### config.mk
export PLATFORM = sky130hd
export DESIGN_NAME = proj_index_sequencer
export DESIGN_NICKNAME = d
export VERILOG_FILES = /design/src/rtl/proj_index_sequencer.sv
export SDC_FILE = /design/constraint.sdc
export NUM_CORES = 1
export LEC_CHECK = 0
export CORE_MARGIN = 2
export CORE_UTILIZATION = 51
export CTS_CLUSTER_SIZE = 12
export DETAILED_ROUTE_END_ITERATION = 7
export PLACE_DENSITY = 0.83
export SETUP_SLACK_MARGIN = 0.3
export SLEW_MARGIN = 20
export SYNTH_ARGS = -nofsm -noshare
export SYNTH_HDL_FRONTEND = slang
export SYNTH_SLANG_ARGS = --single-unit
### constraint.sdc
create_clock -name in_clk -period 4.55 [get_ports in_clk]
set_input_delay 1.365 -clock in_clk [delete_from_list [all_inputs] [get_ports in_clk]]
set_output_delay 1.365 -clock in_clk [all_outputs]
set_load 0.01 [all_outputs]
### src/rtl/proj_index_sequencer.sv
// Index sequencer: walks an FM buffer from 0 to a latched last index with a fixed stride.
// Supports single-shot and continuous (wrap-around) passes, valid/ready back-pressure,
// abort and a completed-pass counter.
module proj_index_sequencer #(
    // Nominally the FM buffer size; this block keeps its own default so it stays self-contained
    parameter int unsigned DEPTH  = 16,
    parameter int unsigned IDX_W  = $clog2(DEPTH),
    parameter int unsigned STRIDE = 1,
    parameter int unsigned PASS_W = 8
) (
    input  logic              in_clk,
    input  logic              in_rst,
    input  logic              in_start,
    input  logic              in_mode_cont,
    input  logic [IDX_W-1:0]  in_last_idx,
    input  logic              in_abort,
    input  logic              in_ready,
    output logic [IDX_W-1:0]  out_index,
    output logic              out_valid,
    output logic              out_last,
    output logic              finished_count,
    output logic              out_busy,
    output logic [PASS_W-1:0] out_pass_cnt
);

    typedef enum logic [0:0] {StIdle, StRun} state_e;

    localparam logic [IDX_W-1:0] MaxIdx    = IDX_W'(DEPTH - 1);
    localparam logic [IDX_W:0]   StrideExt = (IDX_W + 1)'(STRIDE);

    state_e              state_q, state_d;
    logic [IDX_W-1:0]    index_q, index_d;
    logic [IDX_W-1:0]    last_q, last_d;
    logic                mode_q, mode_d;
    logic                fin_q, fin_d;
    logic [PASS_W-1:0]   pass_q, pass_d;
    logic [IDX_W:0]      next_ext;

    // One extra bit so the stride step can never wrap past the limit unnoticed
    assign next_ext = {1'b0, index_q} + StrideExt;

    assign out_valid      = (state_q == StRun);
    assign out_last       = out_valid && (next_ext > {1'b0, last_q});
    assign out_index      = index_q;
    assign finished_count = fin_q;
    assign out_busy       = (state_q != StIdle);
    assign out_pass_cnt   = pass_q;

    // Next-state: start/latch in idle, advance/wrap/abort in run
    always_comb begin
        state_d = state_q;
        index_d = index_q;
        last_d  = last_q;
        mode_d  = mode_q;
        fin_d   = 1'b0;
        pass_d  = pass_q;
        unique case (state_q)
            StIdle: begin
                // Abort wins over start
                if (in_start && !in_abort) begin
                    state_d = StRun;
                    index_d = '0;
                    last_d  = (in_last_idx > MaxIdx) ? MaxIdx : in_last_idx;
                    mode_d  = in_mode_cont;
                end
            end
            StRun: begin
                if (in_abort) begin
                    // Drops any last transfer in the same cycle: no pulse, no count
                    state_d = StIdle;
                    index_d = '0;
                end else if (in_ready) begin
                    if (out_last) begin
                        pass_d  = pass_q + PASS_W'(1);
                        fin_d   = 1'b1;
                        index_d = '0;
                        if (!mode_q) begin
                            state_d = StIdle;
                        end
                    end else begin
                        index_d = next_ext[IDX_W-1:0];
                    end
                end
            end
            default: state_d = StIdle;
        endcase
    end

    // State registers with synchronous active-high reset
    always_ff @(posedge in_clk) begin
        if (in_rst) begin
            state_q <= StIdle;
            index_q <= '0;
            last_q  <= '0;
            mode_q  <= 1'b0;
            fin_q   <= 1'b0;
            pass_q  <= '0;
        end else begin
            state_q <= state_d;
            index_q <= index_d;
            last_q  <= last_d;
            mode_q  <= mode_d;
            fin_q   <= fin_d;
            pass_q  <= pass_d;
        end
    end

endmodule

After elaboration in Yosys (flattened, before gate mapping)

Cells that the tools add are included.

$add $sub $neg: 2
Order comparisons: 2
Eq/ne operators: 2
Mux-type cells: 13
Bitwise operators: 3
Reduce and logical (&&, ||, !) cells: 7

Operators by type and width:

| cell                | count |
|---|---|
| $mux 4              | 5 |
| $add 8x1->8 const B | 1 |
| $pmux 4 s2          | 1 |
| $mux 1              | 6 |
| $add 4x1->5 const B | 1 |
| $gt 5x4->1          | 1 |
| $gt 4x4->1 const B  | 1 |
| $reduce_and 2->1    | 2 |
| $reduce_and 4->1    | 1 |
| $reduce_or 4->1     | 1 |
| $ne 3x3->1 const B  | 1 |
| $not 1->1           | 3 |
| $logic_and 1x1->1   | 2 |
| $ne 2x2->1 const B  | 1 |
| $pmux 1 s2          | 1 |
| $logic_not 1->1     | 1 |

Bits in registers: 19
Input bits: 10
Logic and storage cells: 35

Depth between registers and ports, before layout

Depth in word-level cells: 7
Gate-level depth with buffers: 9

Worst setup path after synthesis

Ideal clock, no wire load.

Kind: reg-to-output
Start point: register index_q[0], in the netlist out_index[0]
End point: output out_last
Data arrival time: 1958 ps
Data required time: 3185 ps
Path slack: 1227 ps
Cell stages (with the launch flop): 8
Buffers on the path: 0
Path through: dfxtp_1 > ha_1 > xor2_1 > ha_1 > a21o_1 > a211oi_4 > a21oi_2 > and2_1

Longest elaborated chain between the ends: 3

Ends and longest elaborated chain:

| item                     | line | source |
|---|---|---|
| start: declaration       | 32   | `logic [IDX_W-1:0] index_q, index_d;` |
| start signal: assignment | 100  | `index_q <= index_d;` |
| $add 4x1->5              | 40   | `assign next_ext = {1'b0, index_q} + StrideExt;` |
| $gt 5x4->1               | 43   | `assign out_last = out_valid && (next_ext > {1'b0, last_q});` |
| $logic_and 1x1->1        | 43   |  |
| end: declaration         | 20   | `output logic out_last,` |

Every way passes these cells.

Worst setup path after layout

Ends and elaborated chain as after synthesis.

==> impl_metrics.tcl <==
set metrics [dict create \
    pwr-share-clk_pct 29.0 \
    hold_viol 0 \
    power.switching_w 0.0000735 \
    htree_levels 1 \
    r2r_setup_slack_ns 2.17 \
    boundaryPins 26 \
    cp-start-kind "flip-flop" \
    critical_path.cell_chain "ha_1, xor2_1, ha_1, nand3_1, or3_4, a21oi_2, and2_1, clkdlybuf4s50_1" \
    hold_path_class "flip-flop to flip-flop" \
    seq_power_share_pct 58.0 \
    dpl.hpwl_mm 1.39 \
    grt_usage_pct 17.4 \
    hold_end "mode_q" \
    fin_nets 149 \
    start_util_pct 52.7 \
    yosys_register_bits 19 \
    whs_ns 0.521 \
    p_per_area_nw_per_um2 225 \
    finalMaxSlewViolations 0 \
    gp_congestion 0.866 \
    cp.required_ns 3.18 \
    grt_pass1_vias 727 \
    r2r_start "out_index[0]" \
    design.die.area_um2 2360 \
    p_int_w 0.000222 \
    hold_depth 2 \
    p_leak_nw 0.507 \
    cpLargestDelayFamily "simple AND/OR/NAND/NOR gates" \
    route.vias.total 830 \
    fmax_mhz 244 \
    drc 0 \
    dieHeight_um 48.6 \
    grt_pass1_wl_mm 3.24 \
    ys_types 38 \
    critPathMaxFanout 5 \
    period_needed_ns 4.10 \
    slew_headroom_pct 54.8 \
    cp_slowest_stage_delay_ns 0.52 \
    syn2layout_area_growth_pct 29.7 \
    clk-insertion-delay-late_ns 0.30 \
    post-route-period-util_pct 90.0 \
    crit_arrival_ns 2.73 \
    cts_tree "yes" \
    tns_ns 0 \
    first_pass_iters 4 \
    cts.sinks 19 \
    drive_above_1_share_pct 10.6 \
    ys.warnings.count 0 \
    status "finished, final reports clean" \
    grt-ovfl-total 0 \
    grt_max_degree 20 \
    switching_share_pct 24.9 \
    core-area_um2 1920 \
    worstMarginPinSlew_ns 0.676 \
    p_comb_share_pct 13.0 \
    avgSynthCellArea_um2 9.55 \
    die_w_um 48.6 \
    drv_cap 0 \
    rsz0062_at_grt "no" \
    cp_common_cell "ha_1" \
    endpoint_kind "output port" \
    post-route-util_pct 68.3 \
    synth_area_um2 1010 \
    vdd_ir_drop_max_v 0.000176 \
    synth_seq_area_share_pct 37.6 \
    place.port_buffers 25 \
    wl_per_cell_um 12.5 \
    placementRows 16 \
    routed_wl_mm 1.99 \
    syn_inst 106 \
    worst-setup-path-type "flip-flop to output port" \
    vias_per_cell 5.22 \
    fin_total_pwr_w 0.000295 \
    drt_iter0_markers 9 \
    worstRegToRegCells 8 \
    syn_nets 122 \
    setup_viol 0 \
    ant_nets 0 \
    antenna_found_initial 0 \
    cp_slowest_cell "clkdlybuf4s50_1" \
    final_cell_area_um2 1310 \
    skew_ns 0.00357 \
    cp_num_buf_inv 1 \
    placed_cell_area_um2 1270 \
    root_buffer "clkbuf_4" \
    antenna_cells 0 \
    reg2reg_to "out_pass_cnt[3]" \
    cts_buffer_depth 2 \
    min_from "mode_q" \
    clk_pin_slew_worst_paths_ns 0.11 \
    numCtsBuffers 3 \
]
## worst max-delay path by stage
| stage | from | to | cells past startpoint |
|---|---|---|---|
| final | out_index[0] | out_last | 8 |
| after global routing | out_index[2] | out_last | 8 |
| after CTS | out_index[2] | out_last | 8 |
| after detailed placement | out_index[2] | out_last | 8 |
| after global placement | out_index[2] | out_last | 8 |
| after floorplan | out_index[0] | out_last | 7 |
## synth_stat cells, drive strengths merged
library cell | number | area share, %
a2111oi | 1 | 2.7
a211oi | 3 | 3.5
a21bo | 1 | 0.99
a21o | 1 | 0.74
a21oi | 6 | 4.5
a221o | 1 | 0.99
a22o | 2 | 1.7
and2 | 1 | 0.62
and3 | 2 | 1.7
and3b | 1 | 0.87
buf | 2 | 1.9
clkbuf | 2 | 0.74
dfxtp | 19 | 38
ha | 6 | 7.4
inv | 3 | 1.1
mux2 | 3 | 3.3
mux2i | 4 | 4.0
nand2 | 3 | 1.1
nand2b | 2 | 1.2
nand3 | 2 | 0.99
nand3b | 1 | 0.74
nand4 | 3 | 1.9
nor2 | 21 | 7.8
nor2b | 4 | 2.5
nor4 | 1 | 0.62
nor4b | 1 | 0.87
nor4bb | 1 | 0.99
o211ai | 1 | 0.74
o21ai | 1 | 0.49
or3 | 1 | 0.62
xnor2 | 5 | 4.3
xor2 | 1 | 0.87
## through the flow
step,setup slack [ns],cells
2_1_floorplan,1.23,106
3_3_place_gp,0.697,154
3_5_place_dp,0.663,154
4_1_cts,0.307,158
5_1_grt,0.287,159
6_report,0.453,159
## power by group through the flow
stage | Sequential, W | Combinational (W) | Clock [W]
2_1_floorplan | 0.000175 | 0.0000246 | 0
3_3_place_gp | 0.000175 | 0.0000363 | 0
3_5_place_dp | 0.000175 | 0.0000370 | 0
4_1_cts | 0.000171 | 0.0000373 | 0.0000887
5_1_grt | 0.000172 | 0.0000424 | 0.0000957
6_report | 0.000171 | 0.0000384 | 0.0000855
## final cells by class
class,instances,area (um2)
timing repair buffer,26,258
sequential,19,383
clock buffer,3,22.5
tap,27,33.8
fill,160,609
clock inverter,1,5.00
multi-input combinational,80,599
inverter,3,11.3
## cells by family (layout without fill, tap and decap cells)
kind of cell / count (synthesis) / in the layout / share of synthesized area, %
buf+inv: 7 / 33 / 3.71
flops: 19 / 19 / 37.6
simple gates: 44 / 44 / 22.5
xor+xnor: 6 / 6 / 5.19
compound gates: 17 / 17 / 16.3
fa+ha+maj: 6 / 6 / 7.42
mux: 7 / 7 / 7.29
## metal layers
metal / up-vias / track usage [%] / share of wire (%)
met2: 17 / 27.8 / 47
met3: 4 / 4.32 / 3.9
li1: 424 / - / -
met1: 385 / 23.0 / 48
met5: - / 0 / 0
met4: 0 / 5.71 / 1.0
## flip-flops by register name (all words and copies together), names as in the netlist
register / flops
finished_count: 1
last_q: 4
mode_q: 1
out_busy: 1
out_index: 4
out_pass_cnt: 8
## cells in the final DEF (no fill, tap or decap), drive strengths merged, types with 2 or more instances in the layout
cell type	instances
nor2b	4
nand3	2
nand2b	2
mux2i	4
a22o	2
nand2	3
and3	2
clkbuf	3
nor2	21
mux2	3
clkdlybuf4s50	25
a211oi	3
a21oi	6
inv	3
ha	6
nand4	3
xnor2	5
dfxtp	19
## tightest hold or removal path: stages (launching register included)
cell and delay [ns]:
dfxtp_1 0.35, mux2i_1 0.07, nor2_1 0.08
## repair_timing
action | CTS | global route
setup buffers | 0 | 1
resized for setup | 0 | 3
hold buffers | 0 | 0
endpoints found under the setup margin | 0 | 1
Power figures use the tool's default switching activity.
